**src/rtl/game_ctrl.sv**
```systemverilog
// game_ctrl: flap-bird game controller (IDLE/PLAY/DYING/OVER), bird physics, BCD score
// Ports:
//   i_clk          system clock, all state changes on rising edge
//   i_clr          asynchronous active-low reset
//   i_frame_tick   one-cycle pulse per video frame
//   i_btn_flap     synchronized, debounced flap button level
//   i_collide      bird/pipe overlap level
//   i_pipe_passed  one-cycle pulse when the bird clears a pipe
//   o_bird_y       bird top row, 0..Y_MAX
//   o_state        IDLE=0 PLAY=1 DYING=2 OVER=3
//   o_score        four packed BCD digits
//   o_scroll_en    high only in PLAY
//   o_game_over    high only in OVER
//   o_hiscore      best BCD score, present only when GAME_CTRL_HISCORE_EN is defined
module game_ctrl #(
  parameter int GRAVITY      = 1,
  parameter int FLAP_VEL     = -6,
  parameter int VMAX         = 8,
  parameter int Y_START      = 240,
  parameter int Y_MAX        = 464,
  parameter int DEATH_FRAMES = 60
) (
  input  logic        i_clk,
  input  logic        i_clr,
  input  logic        i_frame_tick,
  input  logic        i_btn_flap,
  input  logic        i_collide,
  input  logic        i_pipe_passed,
  output logic [8:0]  o_bird_y,
  output logic [1:0]  o_state,
  output logic [15:0] o_score,
  output logic        o_scroll_en,
  output logic        o_game_over
`ifdef GAME_CTRL_HISCORE_EN
  ,
  output logic [15:0] o_hiscore
`endif
);
  localparam int DW = $clog2(DEATH_FRAMES + 1);
  localparam logic [1:0] S_IDLE = 2'd0, S_PLAY = 2'd1, S_DYING = 2'd2, S_OVER = 2'd3;

  logic [1:0]        r_state, w_state_nxt;
  logic              r_btn_prev, r_armed, r_flap;
  logic signed [5:0] r_vel;
  logic [8:0]        r_y;
  logic [15:0]       r_score;
  logic [DW-1:0]     r_dcnt;
  logic              w_press, w_floor, w_dcnt_done;
  logic signed [6:0] w_vel_sum;
  logic signed [5:0] w_vel_grav, w_vel_nxt;
  logic signed [10:0] w_y_sum;
  logic [8:0]        w_y_sat;

  function automatic logic [15:0] bcd_inc(input logic [15:0] v);
    logic [15:0] r;
    logic        c;
    r = v;
    c = 1'b1;
    for (int k = 0; k < 4; k++) begin
      if (c) begin
        r[k*4+:4] = (v[k*4+:4] == 4'd9) ? 4'd0 : v[k*4+:4] + 4'd1;
        c = v[k*4+:4] == 4'd9;
      end
    end
    return (v == 16'h9999) ? v : r;
  endfunction

  // r_armed blocks a button held through reset release from reading as a press
  assign w_press     = r_armed & i_btn_flap & ~r_btn_prev;
  assign w_vel_sum   = 7'(r_vel) + 7'(GRAVITY);
  assign w_vel_grav  = (w_vel_sum > 7'(VMAX)) ? 6'(VMAX) : 6'(w_vel_sum);
  assign w_vel_nxt   = (r_state == S_PLAY && (r_flap || w_press)) ? 6'(FLAP_VEL) : w_vel_grav;
  // 11-bit signed sum so both underflow and overflow are visible before clamping
  assign w_y_sum     = $signed({2'b00, r_y}) + 11'(w_vel_nxt);
  assign w_y_sat     = w_y_sum[10] ? 9'd0 : (w_y_sum > 11'(Y_MAX)) ? 9'(Y_MAX) : w_y_sum[8:0];
  assign w_floor     = w_y_sat == 9'(Y_MAX);
  assign w_dcnt_done = r_dcnt == DW'(DEATH_FRAMES - 1);

  always_ff @(posedge i_clk or negedge i_clr) begin
    if (!i_clr) r_state <= S_IDLE;
    else r_state <= w_state_nxt;
  end

  always_comb begin
    w_state_nxt = r_state;
    case (r_state)
      S_IDLE:  w_state_nxt = w_press ? S_PLAY : S_IDLE;
      S_PLAY:  w_state_nxt = (i_frame_tick && (i_collide || w_floor)) ? S_DYING : S_PLAY;
      S_DYING: w_state_nxt = (i_frame_tick && (w_floor || w_dcnt_done)) ? S_OVER : S_DYING;
      default: w_state_nxt = w_press ? S_IDLE : S_OVER;
    endcase
  end

  always_comb begin
    o_scroll_en = r_state == S_PLAY;
    o_game_over = r_state == S_OVER;
  end

  assign o_state  = r_state;
  assign o_bird_y = r_y;
  assign o_score  = r_score;

  always_ff @(posedge i_clk or negedge i_clr) begin
    if (!i_clr) begin
      r_btn_prev <= 1'b0;
      r_armed    <= 1'b0;
      r_flap     <= 1'b0;
      r_vel      <= '0;
      r_y        <= 9'(Y_START);
      r_score    <= '0;
      r_dcnt     <= '0;
    end else begin
      r_btn_prev <= i_btn_flap;
      r_armed    <= 1'b1;
      r_dcnt     <= '0;
      case (r_state)
        S_IDLE: begin
          r_y   <= 9'(Y_START);
          r_vel <= '0;
          if (w_press) begin
            r_score <= '0;
            r_flap  <= 1'b1;
          end
        end
        S_PLAY: begin
          if (i_frame_tick) begin
            r_vel  <= w_vel_nxt;
            r_y    <= w_y_sat;
            r_flap <= 1'b0;
          end else if (w_press) r_flap <= 1'b1;
          if (i_pipe_passed) r_score <= bcd_inc(r_score);
        end
        S_DYING: begin
          r_dcnt <= r_dcnt + DW'(i_frame_tick);
          if (i_frame_tick) begin
            r_vel <= w_vel_nxt;
            r_y   <= w_y_sat;
          end
        end
        default: begin
          if (w_press) begin
            r_y   <= 9'(Y_START);
            r_vel <= '0;
          end
        end
      endcase
    end
  end

`ifdef GAME_CTRL_HISCORE_EN
  logic [15:0] r_hiscore;
  // packed BCD orders the same as binary, so a plain compare suffices
  always_ff @(posedge i_clk or negedge i_clr) begin
    if (!i_clr) r_hiscore <= '0;
    else if (r_state == S_DYING && w_state_nxt == S_OVER && r_score > r_hiscore) r_hiscore <= r_score;
  end
  assign o_hiscore = r_hiscore;
`endif
endmodule

```
**config.mk**
```make
export PLATFORM = sky130hd
export DESIGN_NAME = game_ctrl
export DESIGN_NICKNAME = d
export VERILOG_FILES = /design/src/rtl/game_ctrl.sv
export SDC_FILE = /design/constraint.sdc
export NUM_CORES = 1
export LEC_CHECK = 0
export ABC_CLOCK_PERIOD_IN_PS = 3900
export CORE_UTILIZATION = 51
export CTS_CLUSTER_SIZE = 12
export DETAILED_ROUTE_END_ITERATION = 12
export PLACE_DENSITY = 0.77
export SETUP_SLACK_MARGIN = 0.5
export SYNTH_ARGS = -nofsm -noshare
export SYNTH_HDL_FRONTEND = slang
export SYNTH_SLANG_ARGS = --single-unit
```
**constraint.sdc**
```tcl
create_clock -name i_clk -period 3.9 [get_ports i_clk]
set_input_delay 1.17 -clock i_clk [delete_from_list [all_inputs] [get_ports i_clk]]
set_output_delay 1.17 -clock i_clk [all_outputs]
set_load 0.01 [all_outputs]
```
# --- Word level (Yosys, flattened, before mapping) ---
# Index checks and enable logic that the tools add are counted.
classes:
  div: 0
  magnitude_cmp: 2
  bitwise: 3
  n_mul: 0
  reduce_logical: 15
  n_addsub: 7
  shifts: 0
  n_eq_ne: 17
  mux: 38
op_table:
  columns: ["op", "n"]
  rows:
  - ["two-way mux 16 bit", 3]
  - ["two-way mux 9 bit", 4]
  - ["case mux 16 bit (2 select lines)", 1]
  - ["two-way mux 6 bit", 5]
  - ["two-way mux 4 bit", 7]
  - ["case mux 9 bit (2 select lines)", 1]
  - ["adder 4 x 1 -> 4 bit, second input constant", 4]
  - ["equality test 16 bit, second input constant", 1]
  - ["equality test 4 bit, second input constant", 4]
  - ["AND reduction 5 bit", 3]
  - ["two-way mux 1 bit", 12]
  - ["case mux 6 bit (2 select lines)", 1]
  - ["adder 10 x 6 -> 11 bit", 1]
  - ["> comparator 11 x 10 -> 1 bit, second input constant", 1]
  - ["equality test 9 bit, second input constant", 1]
  - ["inequality test 2 x 1 -> 1 bit, second input constant", 4]
  - ["adder 6 x 2 -> 7 bit, second input constant", 1]
  - ["> comparator 7 x 5 -> 1 bit, second input constant", 1]
  - ["adder 6 x 1 -> 6 bit", 1]
  - ["equality test 6 bit, second input constant", 1]
  - ["inequality test 2 bit, second input constant", 3]
  - ["case mux 2 bit (3 select lines)", 1]
  - ["equality test 2 bit, second input constant", 2]
  - ["two-way mux 2 bit", 2]
  - ["other kinds (12)", 17]
totals:
  mem_bits_rw: 0
  regBits: 42
  n_memories: 0
  rom_bits: 0
  latch_bits: 0
  word_cells: 93
  in_bits: 6
  out_inout_bits: 29

# --- Logic depth before layout (Yosys ltp) ---
# Gate-level depths: netlist of run 1.
depth:
  ltp_word: 14
  mapped_depth: 19
  mapped_depth_nobuf: 19

# --- Least setup slack after synthesis of run 1 ---
# No wires, ideal clock.
synth_timing:
  path_type: "input to register"
  startpoint: "input port i_btn_flap"
  endpoint: "register r_state[0] (netlist: o_state[0])"
  setup_ns: 0.086
  n_path_buf: 1
  required_ns: 3.814
  slack_ns: -0.178
  arrival_time_ns: 3.992
  cell_stages: 16
  cell_sequence: "and3b_1 > buf_6 > o21ai_4 > nand2_1 > nor2_1 > ha_1 > inv_1 > fa_1 > nor2b_1 > o2111ai_1 > nand3_1 > a31oi_1 > xnor2_1 > a211oi_1 > or3b_1 > a32oi_1"
synth_between:
  elab_chain_len: 14
  word_cells_on_any_way: 19
  classes_between: "add/sub: 1; order compare: 1; eq/ne: 1; mux: 8; bitwise: 2; reduce/logical: 6"
synth_lines:
  columns: ["element", "line_no", "rtl"]
  rows:
  - ["from (decl)", "26", "input logic i_btn_flap,"]
  - ["bitwise AND 1 bit * (2 in a row)", "69", "assign w_press = r_armed & i_btn_flap & ~r_btn_prev;"]
  - ["logical OR 1 bit", "72", "assign w_vel_nxt = (r_state == S_PLAY && (r_flap || w_press)) ? 6'(FLAP_VEL) : w_vel_grav;"]
  - ["logical AND 1 bit", "72", null]
  - ["two-way mux 6 bit", "72", null]
  - ["adder 10 x 6 -> 11 bit", "74", "assign w_y_sum = $signed({2'b00, r_y}) + 11'(w_vel_nxt);"]
  - ["> comparator 11 x 10 -> 1 bit", "75", "assign w_y_sat = w_y_sum[10] ? 9'd0 : (w_y_sum > 11'(Y_MAX)) ? 9'(Y_MAX) : w_y_sum[8:0];"]
  - ["two-way mux 9 bit (2 in a row)", "75", null]
  - ["equality test 9 bit", "76", "assign w_floor = w_y_sat == 9'(Y_MAX);"]
  - ["logical OR 1 bit (on tied branches)", "89, 88", null]
  - ["logical AND 1 bit (on tied branches)", "89, 88", null]
  - ["two-way mux 1 bit or two-way mux 2 bit (tied branches)", "89, 88", null]
  - ["case mux 2 bit (3 select lines) *", "86", "case (r_state)"]
  - ["via w_state_nxt[0]", "42", "logic [1:0] r_state, w_state_nxt;"]
  - ["to (signal assigned)", "81", "else r_state <= w_state_nxt;"]
  - ["to (decl)", "42", null]
# Mark *: on every way through the listed nets, which the timed path passes. The rest lies on a longest branch.
# A chain may end at the register's enable or synchronous reset.

# --- Worst setup path after layout of run 1 ---
# Same ends and word-level chain as after synthesis.

==> summary.txt, run 1 <==
status -> finished clean
RSZ-0062 raised after global routing -> true
Clk pwr share -> 0.083
Die Y -> 77.0 um
residual DRC count -> 0
combinational power share -> 0.719
clock-pin slew on the worst setup and hold paths -> 0.08 ns
ant diodes -> 0
CTS Sinks -> 42
syn nets -> 352
Post-Route WL -> 7.15 mm
Post-synth EDFFs -> 0
Compound-Gate Fraction of Synth Area -> 0.220
Worst setup SP type -> primary input
htree depth -> 2
Worst-Margin Slew -> 0.943 ns
Peak supply drop -> 0.738 mV
Core Rows -> 26
Final setup viols -> 0
Min Hold Slack -> 0.541 ns
Finished Core Util -> 0.740
CP Class -> primary input to flip-flop
Worst Path Arrival -> 4.02 ns
top cell type's share of synthesized area -> 0.332
Bufs on Longest Clock Path -> 2
worst clock skew -> 0.00503 ns
dpl hpwl -> 5.27 mm
max_slew headroom -> 0.372
FFs w/ async S/R, synth -> 1.00
Syn Inst Count -> 320
clock root cell -> clkbuf_8
setup TNS -> 0 ns
Cells after DPL -> 461
leakage -> 1.74 nW
mean post-synth cell area -> 8.96 um2
final hold vios -> 0
Cell variety after synth -> 60
post-synthesis mux area share -> 0.0148
IO buf count -> 34
drt first pass iters -> 4
crit-path max FO -> 3
flops & latches, synth -> 42
switching component of the power -> 1.61 mW
Int Pwr -> 1.97 mW
simple-gate area share of the yosys netlist -> 0.206
largest net degree at the start of global routing -> 43
Vias/cell -> 5.67
Synth top cells by count -> 38 x dfrtp_1, 35 x nand2_1, 25 x ha_1, 25 x nor2_1, 20 x o21ai_0
post-route worst setup slack -> 0.0950 ns
Seq/Total Area, Yosys -> 0.368
Vias -> 2695
WL/cell -> 15.1 um
nets -> 436
largest family of logic cells by synthesized area -> compound AO/OA/AOI/OAI gates
Area growth syn-to-layout -> 36.1%
total core area -> 0.00527 mm2
Die ar. -> 0.00592 mm2
Most used DFF post-synth -> dfrtp_1
first-pass GRT wire length -> 11.7 mm
number of global-route vias before repair -> 2505
Yosys top cell by area -> dfrtp_1
fraction of final layout cells sized beyond drive strength 1 -> 0.267
worst path required time -> 4.11 ns
Top Ports -> 35
Synth warnings -> 0
GRT Overall Usage -> 0.247
total power -> 3.58 mW
Final min period -> 3.80 ns
max cap viols -> 0
Tcrit/Tclk final -> 0.976
initial drt markers -> 248
ANT nets after route -> 0
CTS tree -> built
die span in x -> 77.0 um
dpl cell area -> 0.00364 mm2
CP endpoint kind -> flip-flop
initial antenna violation count -> 0
switching share of power -> 0.449
HP Class -> flip-flop to flip-flop
Final Cell Area -> 0.00390 mm2
total gr overflow -> 0
pre-CTS setup slack -> -0.599 ns
power per cell area -> 917 mW/mm2
Seq pwr share -> 0.198
GP Congestion -> 0.880
Num CTS Buffers -> 5
Final Non-Filler Cells -> 475
xor/xnor cell area share of the yosys netlist -> 0.0397
Initial Util -> 0.544
Max Fclk -> 0.263 GHz
post-synthesis cell area -> 0.00287 mm2
Slew Limit Fails -> 0
adder-cell share of the synthesized area -> 0.116
most frequent cell after synthesis -> dfrtp_1
ranking of synthesized cells by area -> dfrtp_1 33%, ha_1 11%, nand2_1 4.6%
worst skew pair latency -> 0.29 ns
Fill cells -> 389
-- worst max-delay path, cell delays in order --
cell,delay (ns)
buf_6,0.09
and3b_2,0.21
o21ai_4,0.15
nand2_2,0.07
nor2_2,0.14
ha_2,0.21
inv_2,0.04
fa_2,0.35
nand2b_4,0.16
a21oi_4,0.13
mux2i_2,0.25
o32ai_2,0.12
o22ai_2,0.23
a211oi_2,0.13
or3b_1,0.38
a32oi_1,0.19
-- worst paths after layout --
| check | to | cells after the start | from | slack [ns] |
|---|---|---|---|---|
| max | o_state[0]$_DFF_PN0_ | 16 | i_btn_flap | 0.1 |
| min | o_bird_y[3]$_DFFE_PN0P_ | 2 | o_bird_y[3]$_DFFE_PN0P_ | 0.54 |
| max reg2reg | o_state[0]$_DFF_PN0_ | 18 | r_vel[0]$_DFFE_PN0P_ | 0.13 |
| min reg2reg | o_bird_y[3]$_DFFE_PN0P_ | 2 | o_bird_y[3]$_DFFE_PN0P_ | 0.54 |
| max in group asynchronous | r_vel[0]$_DFFE_PN0P_ | 1 | i_clr | 2.25 |
| min in group asynchronous | r_vel[1]$_DFFE_PN0P_ | 1 | i_clr | 1.01 |
-- layout make-up --
class	count	area (um2)	area share
Sequential cell	42	1060	0.271
Inverter	16	60.1	0.0154
Clock buffer	6	82.6	0.0212
Clock inverter	2	12.5	0.00321
Tap cell	70	87.6	0.0225
Timing Repair Buffer	84	719	0.184
Multi-Input combinational cell	255	1880	0.482
-- cell families after synthesis --
kind of cell | count (synthesis)
AND/OR/NAND/NOR | 120
AO/OA/AOI/OAI | 91
flip-flops | 42
adder cells (fa/ha/maj) | 26
buffers and inverters | 23
XOR/XNOR | 13
multiplexers | 4
other | 1
-- repair_timing --
action                     CTS  global route
buffers inserted             1             5
gates resized for setup     20            15
pin swaps                   13            14
hold buffers                 0             0
setup endpoints to repair   11            11
-- cell usage in the layout (no fill, tap or decap), types with 7 or more instances in the layout --
cell / n
a21oi_1: 14
a22o_1: 7
and2_1: 7
buf_4: 48
clkdlybuf4s50_1: 32
dfrtp_1: 36
ha_1: 22
inv_1: 15
nand2_1: 33
nand3_1: 14
nor2_1: 24
o21ai_0: 16
-- routing by layer --
metal	up-vias	track usage	wire length, um
met5	-	0	0
li1	1325	-	-
met4	0	0.0566	67
met3	9	0.0429	316
met2	67	0.416	3470
met1	1294	0.332	3290
-- flip-flops by register name, summed over array words and instances (netlist names) --
signal,count
r_vel,6
r_armed,1
r_btn_prev,1
o_bird_y,9
o_score,16
r_dcnt,6
o_state,2
r_flap,1
-- power groups by stage --
stage	registers, mW	logic [mW]	clock network, mW
6_report	0.707	2.57	0.297
3_5_place_dp	0.706	2.27	0
2_1_floorplan	0.714	1.36	0
5_1_grt	0.725	2.80	0.324
3_3_place_gp	0.703	2.21	0
4_1_cts	0.701	2.42	0.300
No activity file was read; power rests on OpenSTA's default activity.
==> run 2: changes to the inputs <==
--- a/config.mk
+++ b/config.mk
@@ -9,7 +9,7 @@
 export CORE_UTILIZATION = 51
 export CTS_CLUSTER_SIZE = 12
 export DETAILED_ROUTE_END_ITERATION = 12
-export PLACE_DENSITY = 0.77
+export PLACE_DENSITY = 0.82
 export SETUP_SLACK_MARGIN = 0.5
 export SYNTH_ARGS = -nofsm -noshare
 export SYNTH_HDL_FRONTEND = slang
==> run 2 against run 1 <==
Net effect:
- final cell count rose by 2.3%
- design area up 4.7%
- clock-buffer cell count grew 1
- global-route usage increased by 3.3 points
- utilization is 3.5 points higher
- sequential power about the same
- critical path type is now flip-flop to flip-flop
==> summary.txt, run 2 (same netlist as run 1, synthesis figures left out) <==
RSZ-0062 raised after global routing -> true
Bufs on Longest Clock Path -> 2 (unchanged)
GP Congestion -> 0.839 (-4.6%)
leakage -> 1.80 nW (+3.5%)
total gr overflow -> 0 (unchanged)
WP buf/inv -> 3 (+1)
Vias/cell -> 6.03 (+6.3%)
IO buf count -> 34 (unchanged)
initial antenna violation count -> 0 (unchanged)
ant diodes -> 0 (unchanged)
GRT Overall Usage -> 0.281 (+0.0332)
slowest stage delay, CP -> 0.41 ns (+0.03 ns)
Worst setup SP type -> flip-flop
die span in x -> 77.0 um (unchanged)
CTS Hold Bufs -> 0 (unchanged)
Final setup viols -> 0 (unchanged)
first-pass GRT wire length -> 13.4 mm (+15%)
Initial Util -> 0.544 (unchanged)
clock root cell -> clkbuf_8
Final Non-Filler Cells -> 486 (+2.3%)
Num CTS Buffers -> 5 (unchanged)
Worst Hold Depth -> 1 (-1)
Reg2Reg Depth -> 20 (+2)
worst clock skew -> 0.00496 ns (-0.0000789 ns)
most frequent cells in the layout -> 57 x buf_4, 36 x dfrtp_1, 32 x clkdlybuf4s50_1, 31 x nand2_1, 20 x nor2_1
Worst Path Arrival -> 4.03 ns (about the same)
crit-path max FO -> 3 (unchanged)
drt first pass iters -> 5 (+1)
Vias -> 2931 (+8.8%)
Largest register FFs -> 16 (unchanged)
dpl cell area -> 0.00363 mm2 (-0.41%)
Worst-Margin Slew -> 0.928 ns (-0.0145 ns)
worst skew pair latency -> 0.29 ns (about the same)
status -> finished clean
HP Class -> flip-flop to flip-flop
most common cell after layout, fill and taps aside -> buf_4
cell family with most CP delay -> simple AND/OR/NAND/NOR gates
CP Depth -> 20 (+4)
max_slew headroom -> 0.381 (+0.00966)
nets -> 447 (+2.5%)
Post-Route WL -> 8.48 mm (+19%)
total core area -> 0.00527 mm2 (unchanged)
WL/cell -> 17.4 um (+16%)
CTS tree -> built
max cap viols -> 0 (unchanged)
setup TNS -> 0 ns (unchanged)
initial drt markers -> 294 (+19%)
final hold vios -> 0 (unchanged)
power per cell area -> 966 mW/mm2 (+5.3%)
htree depth -> 2 (unchanged)
worst path required time -> 4.10 ns (about the same)
Peak supply drop -> 0.594 mV (-20%)
CP endpoint kind -> flip-flop
residual DRC count -> 0 (unchanged)
Tcrit/Tclk final -> 0.981 (+0.00537)
Cells after DPL -> 459 (-0.43%)
Area growth syn-to-layout -> 42.5%
ANT nets after route -> 0 (unchanged)
Core Rows -> 26 (unchanged)
Top Ports -> 35 (unchanged)
number of global-route vias before repair -> 2856 (+14%)
critical-path cell list -> ha_2, buf_4, nand3_1, nor2_1, nand2_1, nand2_1, o21ai_2, buf_4, nand2_1, nand2_2, ha_4, a211oi_4, o21bai_2, buf_4, a21oi_1, xor2_1, and3_1, a211oi_2, or3b_1, a32oi_1
dpl hpwl -> 5.28 mm (+0.11%)
Max Fclk -> 0.261 GHz (-0.55%)
fraction of final layout cells sized beyond drive strength 1 -> 0.308 (+0.0410)
CP Class -> flip-flop to flip-flop
Die Y -> 77.0 um (unchanged)
Slew Limit Fails -> 0 (unchanged)
largest net degree at the start of global routing -> 43 (unchanged)
CP max stage cell -> dfrtp_1
clock-pin slew on the worst setup and hold paths -> 0.08 ns (about the same)
CTS Sinks -> 42 (unchanged)
Die ar. -> 0.00592 mm2 (unchanged)
Min Hold Slack -> 0.533 ns (-0.00788 ns)
Final Cell Area -> 0.00409 mm2 (+4.7%)
Final min period -> 3.83 ns (+0.0210 ns)
==> run 2: metal layers <==
metal,up-vias,track usage,share of wire
met5,-,0,0
met4,0,0.100,0.024
met3,30,0.0417,0.056
met2,132,0.476,0.50
met1,1414,0.363,0.42
li1,1355,-,-
==> run 2: worst paths after layout <==
path	start	to	slack, ns
worst max-delay path	r_vel[1]$_DFFE_PN0P_	o_state[0]$_DFF_PN0_	0.07
worst max register to register	r_vel[1]$_DFFE_PN0P_	o_state[0]$_DFF_PN0_	0.07
max in group asynchronous	i_clr	r_vel[2]$_DFFE_PN0P_	2.26
worst min-delay path	r_vel[2]$_DFFE_PN0P_	r_vel[2]$_DFFE_PN0P_	0.53
min in group asynchronous	i_clr	r_vel[1]$_DFFE_PN0P_	1.01
worst min register to register	r_vel[2]$_DFFE_PN0P_	r_vel[2]$_DFFE_PN0P_	0.53
==> run 2: area by class of cell <==
| cell class | instances | area, um2 |
|---|---|---|
| Timing Repair Buffer | 95 | 810 |
| Fill cell | 350 | 1180 |
| Tap cell | 70 | 87.6 |
| Inverter | 16 | 60.1 |
| Clock buffer | 7 | 86.3 |
| Clock inverter | 1 | 5.00 |
| Sequential cell | 42 | 1060 |
| Multi-Input combinational cell | 255 | 1980 |
==> run 2: worst reg2reg max path, stage by stage (launching register included) <==
cell	delay, ns
dfrtp_1	0.41
ha_2	0.22
buf_4	0.14
nand3_1	0.14
nor2_1	0.17
nand2_1	0.07
nand2_1	0.13
o21ai_2	0.09
buf_4	0.14
nand2_1	0.08
nand2_2	0.10
ha_4	0.24
a211oi_4	0.26
o21bai_2	0.11
buf_4	0.17
a21oi_1	0.20
xor2_1	0.23
and3_1	0.20
a211oi_2	0.06
or3b_1	0.37
a32oi_1	0.21
==> run 2: power by group <==
group          internal, mW  switching, mW
Sequential            0.565          0.145
Clock                 0.143          0.147
Combinational          1.42           1.52
==> run 2: through the flow <==
stage | worst slack (ns) | power, mW | utilization
floorplan | -0.0973 | 2.07 | -
global placement | -0.448 | 2.90 | 0.689
detailed placement | -0.508 | 2.97 | 0.689
CTS | 0.168 | 3.56 | 0.743
global route | -0.0781 | 4.20 | 0.775
finish | 0.0741 | 3.95 | 0.775
==> run 2: what timing repair did <==
item | CTS | global route
setup endpoints to repair | 11 | 11
pin swaps | 25 | 23
buffers inserted | 9 | 10
gates resized for setup | 33 | 20
==> run 3: changes to the inputs <==
--- a/config.mk
+++ b/config.mk
@@ -5,6 +5,7 @@
 export SDC_FILE = /design/constraint.sdc
 export NUM_CORES = 1
 export LEC_CHECK = 0
+export ABC_AREA = 1
 export ABC_CLOCK_PERIOD_IN_PS = 3900
 export CORE_UTILIZATION = 51
 export CTS_CLUSTER_SIZE = 12
==> run 3 against run 2 <==
Net effect:
- design area decreased by 0.28%
- final cell count increased by 15%
- critical path depth increased by 6
- sequential cell count unchanged
- area after synthesis increased by 3.4%
- clock power increased by 20%
- first-iteration DRC count decreased by 18%
- clock skew increased by 0.0014 ns
- non-clock buffer count decreased by 12
- setup slack improved by 0.16 ns
- sequential share of layout area about the same
- critical endpoint is now o_bird_y[1]$_DFFE_PN0P_
- largest power group unchanged
==> summary.txt, run 3 <==
status -> finished clean
Clk pwr share -> 0.108 (+0.035)
Critical Path Source -> r_vel[0]$_DFFE_PN0P_
fraction of final layout cells sized beyond drive strength 1 -> 0.284 (-0.0237)
Worst-Margin Slew -> 0.954 ns (+0.0263 ns)
combinational power share -> 0.681 (-0.066)
initial antenna violation count -> 0 (unchanged)
Max Fclk -> 0.273 GHz (+4.4%)
CTS Hold Bufs -> 0 (unchanged)
CTS Sinks -> 42 (unchanged)
Slew Limit Fails -> 0 (unchanged)
FFs w/ async S/R, synth -> 1.00 (unchanged)
leakage -> 2.06 nW (+14%)
clock root cell -> clkbuf_8
ANT nets after route -> 0 (unchanged)
ranking of synthesized cells by area -> dfrtp_1 32%, nand2_1 13%, ha_1 11%
M1 WL -> 3.55 mm (+0.31%)
first-pass GRT wire length -> 12.9 mm (-4.3%)
dpl hpwl -> 5.29 mm (+0.15%)
worst clock skew -> 0.00635 ns (+0.00139 ns)
Core Rows -> 27 (+3.8%)
Peak supply drop -> 0.391 mV (-34%)
Bufs on Longest Clock Path -> 2 (unchanged)
Die Y -> 78.2 um (+1.6%)
post-synthesis cell area -> 0.00296 mm2 (+3.4%)
Vias -> 3170 (+8.2%)
Seq pwr share -> 0.210 (+0.030)
slowest stage delay, CP -> 0.44 ns (+0.03 ns)
htree depth -> 2 (unchanged)
worst hold start -> r_dcnt[4]$_DFF_PN0_
ant diodes -> 0 (unchanged)
CTS tree -> built
Synth warnings -> 0 (unchanged)
initial drt markers -> 242 (-18%)
Final setup viols -> 0 (unchanged)
syn nets -> 429 (+22%)
Largest register FFs -> 16 (unchanged)
switching share of power -> 0.475 (+0.0155)
Seq/Total Area, Yosys -> 0.356 (-0.0121)
Yosys top cell by area -> dfrtp_1
Initial Util -> 0.535 (-0.00892)
IO buf count -> 34 (unchanged)
max cap viols -> 0 (unchanged)
switching component of the power -> 1.53 mW (-16%)
max_slew headroom -> 0.364 (-0.0175)
Die ar. -> 0.00612 mm2 (+3.3%)
most frequent cells in the layout -> 86 x nand2_1, 58 x inv_1, 48 x buf_4, 38 x dfrtp_1, 32 x clkdlybuf4s50_1
Synth top cells by count -> 101 x nand2_1, 64 x inv_1, 38 x dfrtp_1, 32 x nand3_1, 28 x nor2_1
metal3 WL -> 600 um (+26%)
GRT Overall Usage -> 0.267 (-0.0131)
WP buf/inv -> 7 (+4)
total gr overflow -> 0 (unchanged)
Final min period -> 3.67 ns (-0.161 ns)
RR Startpoint -> r_vel[0]$_DFFE_PN0P_
drt first pass iters -> 5 (unchanged)
flops & latches, synth -> 42 (unchanged)
WL met2 -> 4.37 mm (+2.6%)
WL/cell -> 16.0 um (-8.3%)
Tcrit/Tclk final -> 0.940 (-0.0412)
worst path required time -> 4.11 ns (about the same)
CP endpoint kind -> flip-flop
Post-Route WL -> 8.93 mm (+5.3%)
Num CTS Buffers -> 5 (unchanged)
die span in x -> 78.2 um (+1.6%)
clock-pin slew on the worst setup and hold paths -> 0.08 ns (about the same)
CP Class -> flip-flop to flip-flop
Top Ports -> 35 (unchanged)
cell family with most CP delay -> simple AND/OR/NAND/NOR gates
Crit path top cell by count -> inv_2
Cell variety after synth -> 38 (-37%)
total core area -> 0.00554 mm2 (+5.1%)
Int Pwr -> 1.69 mW (-21%)
number of global-route vias before repair -> 2779 (-2.7%)
largest net degree at the start of global routing -> 43 (unchanged)
Area growth syn-to-layout -> 37.4%
Vias/cell -> 5.68 (-5.8%)
setup TNS -> 0 ns (unchanged)
Worst Path Arrival -> 3.88 ns (-0.15 ns)
crit-path max FO -> 6 (+3)
top cell type's share of synthesized area -> 0.321 (-0.0109)
final hold vios -> 0 (unchanged)
Syn Inst Count -> 397 (+24%)
worst skew pair latency -> 0.30 ns (about the same)
Most used DFF post-synth -> dfrtp_1
HP Class -> flip-flop to flip-flop
RSZ-0062 raised after global routing -> true
most common cell after layout, fill and taps aside -> nand2_1
top sig layer -> met4
most frequent cell after synthesis -> nand2_1
post-route worst setup slack -> 0.235 ns (+0.161 ns)
CP max stage cell -> dfrtp_1
nets -> 517 (+16%)
Worst setup SP type -> flip-flop
GP Congestion -> 0.902 (+7.5%)
residual DRC count -> 0 (unchanged)
pre-CTS setup slack -> -0.201 ns (+0.307 ns)
power per cell area -> 791 mW/mm2 (-18%)
Post-synth EDFFs -> 0 (unchanged)
mean post-synth cell area -> 7.47 um2 (-17%)
[run 3: final timing paths]
kind	endpoint	slack (ns)	cells after the start
max in group asynchronous	o_state[0]$_DFF_PN0_	2.29	1
worst max-delay path	o_bird_y[1]$_DFFE_PN0P_	0.23	26
worst min register to register	r_dcnt[4]$_DFF_PN0_	0.51	1
worst min-delay path	r_dcnt[4]$_DFF_PN0_	0.51	1
worst max register to register	o_bird_y[1]$_DFFE_PN0P_	0.23	26
min in group asynchronous	o_score[5]$_DFFE_PN0P_	1.01	1
[run 3: power by group through the flow]
stage                     registers (mW)  logic [mW]  clock network (mW)
final                              0.678        2.20               0.349
after global routing               0.693        2.36               0.365
after CTS                          0.665        1.88               0.344
after detailed placement           0.673        1.73                   0
after global placement             0.670        1.69                   0
after floorplan                    0.691        1.06                   0
[run 3: worst reg2reg max path: cells and delay by family, from the launching register on]
family | cells | cell delay, ns
flops | 1 | 0.44
compound gates | 5 | 0.75
simple gates | 13 | 1.29
buf+inv | 7 | 0.71
fa+ha+maj | 1 | 0.37
[run 3: final cells by class]
class,instances,area [um2]
Clock buffer,7,76.3
Clock inverter,1,30.0
Fill cell,387,1470
Inverter,70,263
Multi-Input combinational cell,283,1860
Sequential cell,42,1060
Tap cell,72,90.1
Timing Repair Buffer,83,702
[run 3: per-stage QoR]
step | hold slack (ns) | utilization | std cells | total power [mW] | instance area (um2)
6_report | 0.509 | 0.735 | 558 | 3.22 | 4070
5_1_grt | 0.539 | 0.735 | 558 | 3.42 | 4070
4_1_cts | 0.509 | 0.699 | 549 | 2.89 | 3870
3_5_place_dp | 0.494 | 0.648 | 528 | 2.41 | 3590
3_3_place_gp | 0.480 | 0.648 | 528 | 2.36 | 3590
2_1_floorplan | 0.455 | - | 397 | 1.75 | 2970
[run 3: metal layers]
| metal | up-vias | global-route usage |
|---|---|---|
| li1 | 1444 | - |
| met1 | 1496 | 0.330 |
| met2 | 180 | 0.469 |
| met3 | 50 | 0.0430 |
| met4 | 0 | 0.0981 |
| met5 | - | 0 |
[run 3: cell families after synthesis]
family	Yosys count	share of synthesized area
and+or+nand+nor	195	0.303
buffers and inverters	72	0.0920
AOI/OAI and AO/OA	50	0.102
DFF	42	0.356
adders and majority gates	26	0.112
xor gates and xnor gates	8	0.0236
muxes	3	0.0101
other	1	0.00127
[run 3: repair_timing]
action,4_1_cts,5_1_grt
resized for setup,26,33
endpoints found under the setup margin,11,11
pin swaps,16,24
setup buffers,13,9
==> RTL edit: new RTL, settings of run 3 <==
Add an input register stage for `i_frame_tick`, `i_btn_flap`, `i_collide` and `i_pipe_passed`; this delays them by one clock. Comments in the files are not updated.
--- a/src/rtl/game_ctrl.sv
+++ b/src/rtl/game_ctrl.sv
@@ -39,6 +39,18 @@
   localparam int DW = $clog2(DEATH_FRAMES + 1);
   localparam logic [1:0] S_IDLE = 2'd0, S_PLAY = 2'd1, S_DYING = 2'd2, S_OVER = 2'd3;
 
+  logic i_frame_tick_q;
+  logic i_btn_flap_q;
+  logic i_collide_q;
+  logic i_pipe_passed_q;
+
+  always_ff @(posedge i_clk) begin
+    i_frame_tick_q  <= i_frame_tick;
+    i_btn_flap_q    <= i_btn_flap;
+    i_collide_q     <= i_collide;
+    i_pipe_passed_q <= i_pipe_passed;
+  end
+
   logic [1:0]        r_state, w_state_nxt;
   logic              r_btn_prev, r_armed, r_flap;
   logic signed [5:0] r_vel;
@@ -66,7 +78,7 @@
   endfunction
 
   // r_armed blocks a button held through reset release from reading as a press
-  assign w_press     = r_armed & i_btn_flap & ~r_btn_prev;
+  assign w_press     = r_armed & i_btn_flap_q & ~r_btn_prev;
   assign w_vel_sum   = 7'(r_vel) + 7'(GRAVITY);
   assign w_vel_grav  = (w_vel_sum > 7'(VMAX)) ? 6'(VMAX) : 6'(w_vel_sum);
   assign w_vel_nxt   = (r_state == S_PLAY && (r_flap || w_press)) ? 6'(FLAP_VEL) : w_vel_grav;
@@ -85,8 +97,8 @@
     w_state_nxt = r_state;
     case (r_state)
       S_IDLE:  w_state_nxt = w_press ? S_PLAY : S_IDLE;
-      S_PLAY:  w_state_nxt = (i_frame_tick && (i_collide || w_floor)) ? S_DYING : S_PLAY;
-      S_DYING: w_state_nxt = (i_frame_tick && (w_floor || w_dcnt_done)) ? S_OVER : S_DYING;
+      S_PLAY:  w_state_nxt = (i_frame_tick_q && (i_collide_q || w_floor)) ? S_DYING : S_PLAY;
+      S_DYING: w_state_nxt = (i_frame_tick_q && (w_floor || w_dcnt_done)) ? S_OVER : S_DYING;
       default: w_state_nxt = w_press ? S_IDLE : S_OVER;
     endcase
   end
@@ -110,7 +122,7 @@
       r_score    <= '0;
       r_dcnt     <= '0;
     end else begin
-      r_btn_prev <= i_btn_flap;
+      r_btn_prev <= i_btn_flap_q;
       r_armed    <= 1'b1;
       r_dcnt     <= '0;
       case (r_state)
@@ -123,16 +135,16 @@
           end
         end
         S_PLAY: begin
-          if (i_frame_tick) begin
+          if (i_frame_tick_q) begin
             r_vel  <= w_vel_nxt;
             r_y    <= w_y_sat;
             r_flap <= 1'b0;
           end else if (w_press) r_flap <= 1'b1;
-          if (i_pipe_passed) r_score <= bcd_inc(r_score);
+          if (i_pipe_passed_q) r_score <= bcd_inc(r_score);
         end
         S_DYING: begin
-          r_dcnt <= r_dcnt + DW'(i_frame_tick);
-          if (i_frame_tick) begin
+          r_dcnt <= r_dcnt + DW'(i_frame_tick_q);
+          if (i_frame_tick_q) begin
             r_vel <= w_vel_nxt;
             r_y   <= w_y_sat;
           end
Behaviour: not the same (a bounded check fails within 4 cycles, from zero or initial values).
==> RTL edit against run 3 <==
  * Wire length is 19% lower
  * Area after synthesis up 1.6%
  * Final area fell by 7.1%
  * Power shrank 5.5%
  * Sequential cell count increased by 4
  * Hold slack lost 0.12 ns
  * Non-clock buffer count down 32
  * Worst setup slack improved by 0.20 ns
==> RTL edit: results (changes against run 3) <==
mux cell area share after synthesis: 0.00997 (-0.000160)
status: completed
Synth Area in Compound Gates: 0.0902 (-0.0116)
first-pass GRT wire length: 10900 µm (-15%)
Min-Delay Endpoint: r_btn_prev$_DFF_PN0_
WHS Path Cells: 0 (-1)
fill count: 467 (+21%)
Syn Nets: 421 (-1.9%)
worst reg-to-reg path cell count: 23 (-12%)
Initial DRC Count: 235 (-2.9%)
Adder-Cell Fraction of Synth Area: 0.111 (-0.00177)
Leak: 0.00190 µW (-7.9%)
Synth area leaders: dfrtp_1, nand2_1, ha_1
FF-to-FF End: o_bird_y[5]$_DFFE_PN1P_
Nets: 476 (-7.9%)
vias in the first global route: 2515 (-9.5%)
Final HPWL DP: 4820 µm (-8.9%)
Net Sw Frac: 0.492 (+0.0168)
Worst EP arrival: 3.70 ns (-0.18 ns)
Synth Area in XOR/XNOR: 0.0316 (+0.00794)
worst vdd ir: 0.399 mV (+1.9%)
Worst Skew: 0.00503 ns (-0.00131 ns)
FFs w/ async S/R, synth: 0.913 (-0.0870)
synth cell count leaders: nand2_1, inv_1, dfrtp_1
FF-to-FF setup slack: 0.43 ns (+0.20 ns)
sequential share of the synthesized area: 0.377 (+0.0210)
crit path max fanout: 5 (-1)
Placement Setup Slack: 0.416 ns (+0.618 ns)
routed length per instance: 13.9 µm (-13%)
-- RTL edit: cell type report --
type | count | area (µm²) | share of cell area
multi-input cells | 275 | 1750 | 0.462
flip-flops and latches | 46 | 1140 | 0.300
repair buffers | 51 | 470 | 0.124
inverters | 65 | 246 | 0.0651
well taps | 72 | 90.1 | 0.0238
clock buffers | 7 | 86.3 | 0.0228
clock inverters | 1 | 5.00 | 0.00132
-- RTL edit: worst register-to-register path: stages, from the launching register on --
cell,delay [ns]
dfrtp_1,0.43
ha_2,0.24
nand2_2,0.07
inv_2,0.09
nand2_4,0.06
nand2_2,0.07
nand2_2,0.06
o21ai_2,0.15
inv_2,0.08
buf_6,0.13
nor4_4,0.39
ha_4,0.29
buf_6,0.12
nand2_2,0.05
nor2_2,0.04
nand2_1,0.07
nand3_2,0.08
xor2_2,0.19
buf_4,0.15
nand4_1,0.10
nand3_2,0.13
nor2_4,0.21
nand2_1,0.08
a21oi_1,0.13
-- RTL edit: worst max-delay path by stage --
stage,end,slack (ns),depth (start not counted)
3_5_place_dp,o_bird_y[5]$_DFFE_PN1P_,0.42,25
2_1_floorplan,o_state[0]$_DFF_PN0_,0.79,25
6_report,o_bird_y[5]$_DFFE_PN1P_,0.43,23
3_3_place_gp,o_state[0]$_DFF_PN0_,0.60,28
5_1_grt,o_state[0]$_DFF_PN0_,0.30,25
4_1_cts,o_state[0]$_DFF_PN0_,0.52,28
-- RTL edit: layer usage --
layer / track usage / vias to the layer above / wire length (µm)
li1: - / 1360 / -
met1: 0.276 / 1328 / 3060
met2: 0.385 / 103 / 3630
met3: 0.0333 / 23 / 303
met4: 0.0873 / 0 / 195
met5: 0 / - / 0
-- RTL edit: metrics by stage --
stage	hold slack (ns)	std cells	power (µW)	utilization
after global placement	0.374	493	2260	0.610
after CTS	0.392	502	2640	0.629
after global routing	0.400	517	3280	0.675
after floorplan	0.366	389	1870	-
after detailed placement	0.380	493	2310	0.610
final	0.387	517	3040	0.675
-- RTL edit: what timing repair did --
| action | CTS | global route |
|---|---|---|
| pin swaps | 1 | 26 |
| setup buffers | 1 | 15 |
| setup endpoints to repair | 7 | 8 |
| resized for setup | 4 | 43 |
-- RTL edit: power by group through the flow --
stage | registers (µW) | logic (µW) | clock network (µW)
2_1_floorplan | 703 | 1160 | 0
3_3_place_gp | 691 | 1570 | 0
3_5_place_dp | 694 | 1610 | 0
4_1_cts | 687 | 1650 | 308
5_1_grt | 706 | 2250 | 325
6_report | 694 | 2050 | 303
-- RTL edit: cells by family (layout without fill, tap and decap cells) --
group,count (synthesis),after routing
compound gates,51,51
simple gates,184,184
buf+inv,68,124
mux,3,3
fa+ha+maj,26,26
flops,46,46
xor+xnor,10,10
other cells,1,1
